## src/rtl/uart_rx_cfg.sv

```systemverilog
// uart_rx_cfg: configurable UART receiver with a one-word holding register.
// Frame format is set by DATA_W (5..9), PARITY (0 none, 1 odd, 2 even) and
// STOP_W (1 or 2). Define UART_RX_MAJ_EN to decide each bit by a 2-of-3
// majority vote around mid-bit instead of a single mid-bit sample.
module uart_rx_cfg #(
  parameter int CLK_F    = 50_000_000,
  parameter int UART_BPS = 115200,
  parameter int DATA_W   = 8,
  parameter int PARITY   = 0,
  parameter int STOP_W   = 1
) (
  input  logic              clk,
  input  logic              rst_n,
  input  logic              uart_rxd,
  input  logic              rx_ready,
  output logic [DATA_W-1:0] rx_data,
  output logic              rx_valid,
  output logic              parity_err,
  output logic              frame_err,
  output logic              overrun_err,
  output logic              busy
);

  localparam int CLK_GOAL = CLK_F / UART_BPS;
  localparam int HALF     = CLK_GOAL / 2;
  localparam int CNT_W    = $clog2(CLK_GOAL + 1);
`ifdef UART_RX_MAJ_EN
  localparam int SAMP     = HALF + 1;
`else
  localparam int SAMP     = HALF;
`endif
  localparam logic [CNT_W-1:0] SAMP_C  = CNT_W'(SAMP);
  localparam logic [CNT_W-1:0] END_C   = CNT_W'(CLK_GOAL - 1);
  localparam logic [3:0]       LAST_D  = 4'(DATA_W - 1);
  localparam logic [3:0]       LAST_S  = 4'(STOP_W - 1);
  localparam logic             PAR_ODD = (PARITY == 1);

  typedef enum logic [2:0] {S_IDLE, S_START, S_DATA, S_PARITY, S_STOP} state_t;

  state_t            state_q, state_d;
  logic [CNT_W-1:0]  cnt;
  logic [3:0]        bit_idx;
  logic [DATA_W-1:0] shreg;
  logic              rxd_p0, rxd_p1, rxd_p2;
  logic              fall, samp_now, cnt_end, bit_smp, par_exp;
  logic              par_pend, frm_pend;
  logic              vld_p0, vld_p1;

  // Line synchronizer plus one extra flop holding the previous synchronized sample
  always_ff @(posedge clk or negedge rst_n) begin
    if (!rst_n) begin
      rxd_p0 <= 1'b1;
      rxd_p1 <= 1'b1;
      rxd_p2 <= 1'b1;
    end else begin
      rxd_p0 <= uart_rxd;
      rxd_p1 <= rxd_p0;
      rxd_p2 <= rxd_p1;
    end
  end

  assign fall     = rxd_p2 & ~rxd_p1;
  assign samp_now = (cnt == SAMP_C);
  assign cnt_end  = (cnt == END_C);
  assign par_exp  = (^shreg) ^ PAR_ODD;

`ifdef UART_RX_MAJ_EN
  localparam logic [CNT_W-1:0] MAJ0_C = CNT_W'(HALF - 1);
  localparam logic [CNT_W-1:0] MAJ1_C = CNT_W'(HALF);

  logic maj_s0, maj_s1;

  function automatic logic maj3(input logic a, input logic b, input logic c);
    return (a & b) | (a & c) | (b & c);
  endfunction

  // Hold the two early samples; the third is the live sample at decision time
  always_ff @(posedge clk) begin
    if (cnt == MAJ0_C) maj_s0 <= rxd_p1;
    if (cnt == MAJ1_C) maj_s1 <= rxd_p1;
  end

  assign bit_smp = maj3(maj_s0, maj_s1, rxd_p1);
`else
  assign bit_smp = rxd_p1;
`endif

  // Next-state logic; vld_p0 marks the decision on the final stop bit
  always_comb begin
    state_d = state_q;
    vld_p0  = 1'b0;
    case (state_q)
      S_IDLE:   if (fall) state_d = S_START;
      S_START: begin
        if (samp_now && bit_smp) state_d = S_IDLE;
        else if (cnt_end)        state_d = S_DATA;
      end
      S_DATA: begin
        if (cnt_end && bit_idx == LAST_D)
          state_d = (PARITY != 0) ? S_PARITY : S_STOP;
      end
      S_PARITY: if (cnt_end) state_d = S_STOP;
      S_STOP: begin
        if (samp_now && bit_idx == LAST_S) begin
          state_d = S_IDLE;
          vld_p0  = 1'b1;
        end
      end
      default:  state_d = S_IDLE;
    endcase
  end

  // State register, bit-period counter, bit index and pending error flags
  always_ff @(posedge clk or negedge rst_n) begin
    if (!rst_n) begin
      state_q  <= S_IDLE;
      cnt      <= '0;
      bit_idx  <= '0;
      par_pend <= 1'b0;
      frm_pend <= 1'b0;
      vld_p1   <= 1'b0;
    end else begin
      state_q <= state_d;
      if (state_d != state_q || state_q == S_IDLE || cnt_end) cnt <= '0;
      else                                                     cnt <= cnt + 1'b1;
      if (state_d != state_q) bit_idx <= '0;
      else if (cnt_end)       bit_idx <= bit_idx + 1'b1;
      if (state_q == S_IDLE && state_d == S_START) begin
        par_pend <= 1'b0;
        frm_pend <= 1'b0;
      end
      if (state_q == S_PARITY && samp_now && bit_smp != par_exp) par_pend <= 1'b1;
      if (state_q == S_STOP && samp_now && !bit_smp)             frm_pend <= 1'b1;
      vld_p1 <= vld_p0;
    end
  end

  // Data shift register, LSB arrives first so shift in from the top
  always_ff @(posedge clk) begin
    if (state_q == S_DATA && samp_now) shreg <= {bit_smp, shreg[DATA_W-1:1]};
  end

  // ---- stage boundary: completed frame -> holding register ----
  // Holding register with ready/valid handshake and overrun detection
  always_ff @(posedge clk or negedge rst_n) begin
    if (!rst_n) begin
      rx_data     <= '0;
      rx_valid    <= 1'b0;
      parity_err  <= 1'b0;
      frame_err   <= 1'b0;
      overrun_err <= 1'b0;
    end else begin
      overrun_err <= 1'b0;
      if (vld_p1) begin
        if (!rx_valid || rx_ready) begin
          rx_data    <= shreg;
          parity_err <= par_pend;
          frame_err  <= frm_pend;
          rx_valid   <= 1'b1;
        end else begin
          overrun_err <= 1'b1;
        end
      end else if (rx_valid && rx_ready) begin
        rx_valid   <= 1'b0;
        parity_err <= 1'b0;
        frame_err  <= 1'b0;
      end
    end
  end

  assign busy = (state_q != S_IDLE);

endmodule
```

## config.mk

```make
export PLATFORM = sky130hd
export DESIGN_NAME = uart_rx_cfg
export DESIGN_NICKNAME = d
export VERILOG_FILES = /design/src/rtl/uart_rx_cfg.sv
export SDC_FILE = /design/constraint.sdc
export NUM_CORES = 1
export LEC_CHECK = 0
export ABC_AREA = 1
export CAP_MARGIN = 15
export CELL_PAD_IN_SITES_DETAIL_PLACEMENT = 1
export CELL_PAD_IN_SITES_GLOBAL_PLACEMENT = 1
export CORE_ASPECT_RATIO = 0.6
export CORE_MARGIN = 4
export CORE_UTILIZATION = 45
export CTS_BUF_LIST = sky130_fd_sc_hd__clkbuf_4 sky130_fd_sc_hd__clkbuf_8
export CTS_CLUSTER_DIAMETER = 50
export DETAILED_ROUTE_END_ITERATION = 10
export DONT_BUFFER_PORTS = 1
export GPL_TIMING_DRIVEN = 0
export PLACE_DENSITY_LB_ADDON = 0.15
export SLEW_MARGIN = 25
export SYNTH_ARGS = -nofsm -noshare
export SYNTH_HDL_FRONTEND = slang
export SYNTH_SLANG_ARGS = --single-unit
```

## constraint.sdc

```tcl
create_clock -name clk -period 4.7 [get_ports clk]
set_clock_uncertainty 0.2 [all_clocks]
set_input_delay 0.94 -clock clk [delete_from_list [all_inputs] [get_ports clk]]
set_output_delay 0.94 -clock clk [all_outputs]
set_load 0.1 [all_outputs]
```

==> flow_metrics.py <==
metrics = {
    "setup_path": {
        "critPathMaxFanout": 6,
        "r2r_end": "cnt[7]",
        "r2r_cells": 8,
        "endpoint_kind": "output port",
        "setup.worst_path.start": "state_q[2]",
        "path_cells": "inv_1, nand3_1",
        "rrSetupSlack_ns": 1.93,
        "worst-path-buf-inv": 1,
        "worstPathArrival_ns": 1.77,
        "cp_top_family": "simple AND/OR/NAND/NOR gates",
        "crit_type": "reg -> out",
        "slowest_delay_ns": 0.83,
        "crit_required_ns": 3.56,
        "slowest_stage": "nand3_1",
        "worstReg2RegStart": "state_q[2]",
        "startpoint_type": "flip-flop",
    },
    "pwr": {
        "powerDensity_mw_per_mm2": 388,
        "vdd_drop_max_uv": 197,
        "leakagePower_nw": 0.952,
    },
    "yosys": {
        "syn_avg_cell_area_um2": 10.2,
        "synth_nets": 199,
        "synth-seq-area-share_pct": 56.2,
        "synth_warnings": 0,
        "ys_types": 26,
        "synth_area_mm2": 0.00195,
        "synth_edf_count": 8,
        "syn_inst": 191,
        "synth_ff_type": "dfrtp_1",
        "synth-seq-cells": 42,
        "async_flop_share_pct": 81.0,
    },
    "floorplanning": {
        "start_util_pct": 47.0,
        "fp.dieH_um": 59.0,
        "rows": 18,
        "dieArea_mm2": 0.00548,
        "core_region_area_mm2": 0.00414,
        "die_w_um": 93.0,
        "ios": 17,
    },
    "routing": {
        "drcViolationCount": 0,
        "wirelength_mm": 4.11,
        "vias_per_cell": 5.03,
        "ant_nets": 0,
        "detail_route.wl_per_cell_um": 15.8,
        "drtIter0Drc": 28,
        "vias": 1308,
        "dr.pass1.iters": 4,
    },
    "finish": {
        "area_growth_pct": 11.5,
        "n_fill_cell": 479,
        "instances_no_fill": 260,
        "final_nets": 207,
        "diodes": 0,
        "drive_gt1_share_pct": 18.5,
        "ff_latch_area_mm2": 0.00109,
        "multiInputGateArea_um2": 771,
        "fin_util_pct": 52.4,
    },
    "timing": {
        "finalSetupViolCount": 0,
        "post-route-period-util_pct": 61.9,
        "clock.fmax_mhz": 343,
        "rsz0062_at_grt": "false",
        "finalHoldViolations": 0,
        "setup-tns-final_ns": 0,
        "worst_slew_pin_slew_ns": 1.09,
        "setup_slack_ns": 1.79,
        "fin_crit_ns": 2.91,
        "slew_viol_final": 0,
        "maxSlewHeadroom_pct": 27.2,
    },
    "clock_tree": {
        "htreeDepth": 2,
        "cts_buffers": 5,
        "clockBufferDepth": 2,
        "clk_pin_slew_worst_paths_ns": 0.09,
        "clock_sinks": 42,
        "insertion_delay_ns": 0.30,
        "cts_hold_buffers": 0,
        "post-cts-setup-buffers": 0,
        "cts_tree": "done",
        "clockRootBuffer": "clkbuf_8",
        "ctsResizeCount": 0,
    },
    "grt": {
        "gr-usage-all-layers_pct": 17.1,
        "overflow": 0,
        "grt_pass1_vias": 1427,
        "grt_pass1_wl_mm": 7.08,
        "grt_antenna_before_repair": 0,
        "grt_max_degree": 35,
    },
    "placement": {
        "place_congestion": 0.860,
        "pre_cts_slack_ns": 1.97,
        "dp_hpwl_mm": 2.99,
        "io_buffers": 0,
        "dp.cells": 252,
    },
    "outcome": {
        "status": "finished clean",
    },
    "min_path": {
        "hp-class": "in -> async",
    },
    "run": {
        "maxCapViolations": 0,
    },
}
-- report_power, final --
group | internal, mW | switching (mW)
logic | 0.0301 | 0.0571
clock network | 0.213 | 0.134
registers | 0.388 | 0.0204
total | 0.631 | 0.211
-- per-stage QoR --
step / hold slack, ns / power [mW] / instance area [µm²]
floorplan: 0.145 / 0.482 / 1950
global placement: 0.145 / 0.498 / 2020
detailed placement: 0.147 / 0.503 / 2040
CTS: 0.118 / 0.849 / 2170
global route: 0.105 / 0.882 / 2170
finish: 0.126 / 0.842 / 2170
-- logic make-up after synthesis --
kind of cell               count (synthesis)  share of synthesized area, %
AOI/OAI and AO/OA                          8                          2.44
xor gates and xnor gates                  17                          7.64
adders and majority gates                  4                          2.57
buffers and inverters                     24                          4.62
DFF                                       42                          56.2
muxes                                      8                          4.62
and+or+nand+nor                           88                          22.0
-- flip-flops by register name, summed over array words and instances (netlist names) --
name,flops
state_q,3
overrun_err,1
cnt,9
par_pend,1
rx_valid,1
vld_p1,1
frm_pend,1
parity_err,1
bit_smp,1
rxd_p2,1
rxd_p0,1
shreg,8
bit_idx,4
frame_err,1
rx_data,8
-- cells in the mapped netlist, drive strengths merged, types with 3 or more instances --
| library cell | n | area share, % |
|---|---|---|
| nand2 | 33 | 7.0 |
| dfrtp | 31 | 40 |
| nor2 | 30 | 7.1 |
| inv | 24 | 4.6 |
| nand3 | 16 | 5.0 |
| xor2 | 11 | 4.9 |
| edfxtp | 8 | 12 |
| mux2 | 8 | 4.6 |
| xnor2 | 6 | 2.7 |
| ha | 4 | 2.6 |
| nor3 | 4 | 1.3 |
| o21ai | 4 | 1.0 |
| dfstp | 3 | 4.0 |
-- worst max path at each step --
stage | end | slack (ns) | cells after the start
after floorplan | busy | 2.26 | 2
final | busy | 1.79 | 2
after global placement | shreg[6] | 1.87 | 6
after global routing | busy | 1.72 | 2
after detailed placement | cnt[2] | 1.97 | 8
after CTS | busy | 1.78 | 2
-- routing by layer --
layer	global-route usage (%)	part of all wire, %	vias up
met1	22.7	49	659
li1	-	-	626
met5	0	0	-
met2	28.4	47	19
met3	4.82	4.0	4
met4	3.76	0.51	0
-- cell type report --
cell class	count	area share [%]
clock buffers	5	3.17
flip-flops and latches	42	50.4
well taps	60	3.45
inverters	24	4.15
multi-input cells	125	35.5
clock inverters	3	3.17
repair buffers	1	0.230
-- layout by cell type, fill, tap and decap left out --
| cell type | netlist | final |
|---|---|---|
| o21ai_0 | 4 | 4 |
| mux2_2 | 8 | 8 |
| nor3_1 | 3 | 3 |
| nor4_2 | 0 | 1 |
| nand3_4 | 1 | 1 |
| nor4_1 | 2 | 1 |
| nor2_4 | 2 | 2 |
| dfrtp_1 | 31 | 31 |
| inv_2 | 1 | 1 |
| buf_2 | 0 | 1 |
| nand2_2 | 5 | 5 |
| nand3_1 | 14 | 14 |
| bufinv_16 | 0 | 2 |
| xor2_1 | 11 | 11 |
| nor2_2 | 4 | 4 |
| clkinv_4 | 0 | 1 |
| nand3_2 | 1 | 1 |
| nand4_1 | 2 | 2 |
| xnor2_1 | 6 | 6 |
| nor3_2 | 1 | 1 |
| clkbuf_8 | 0 | 5 |
| and2_1 | 1 | 1 |
| dfstp_2 | 3 | 3 |
| o22ai_1 | 2 | 2 |
| nor2_1 | 24 | 24 |
| a31oi_1 | 1 | 1 |
| edfxtp_1 | 8 | 8 |
| inv_1 | 23 | 23 |
| nand2_1 | 28 | 28 |
| ha_1 | 4 | 4 |
| a21oi_2 | 1 | 1 |
Note: power is estimated with default switching activity, not from simulation.
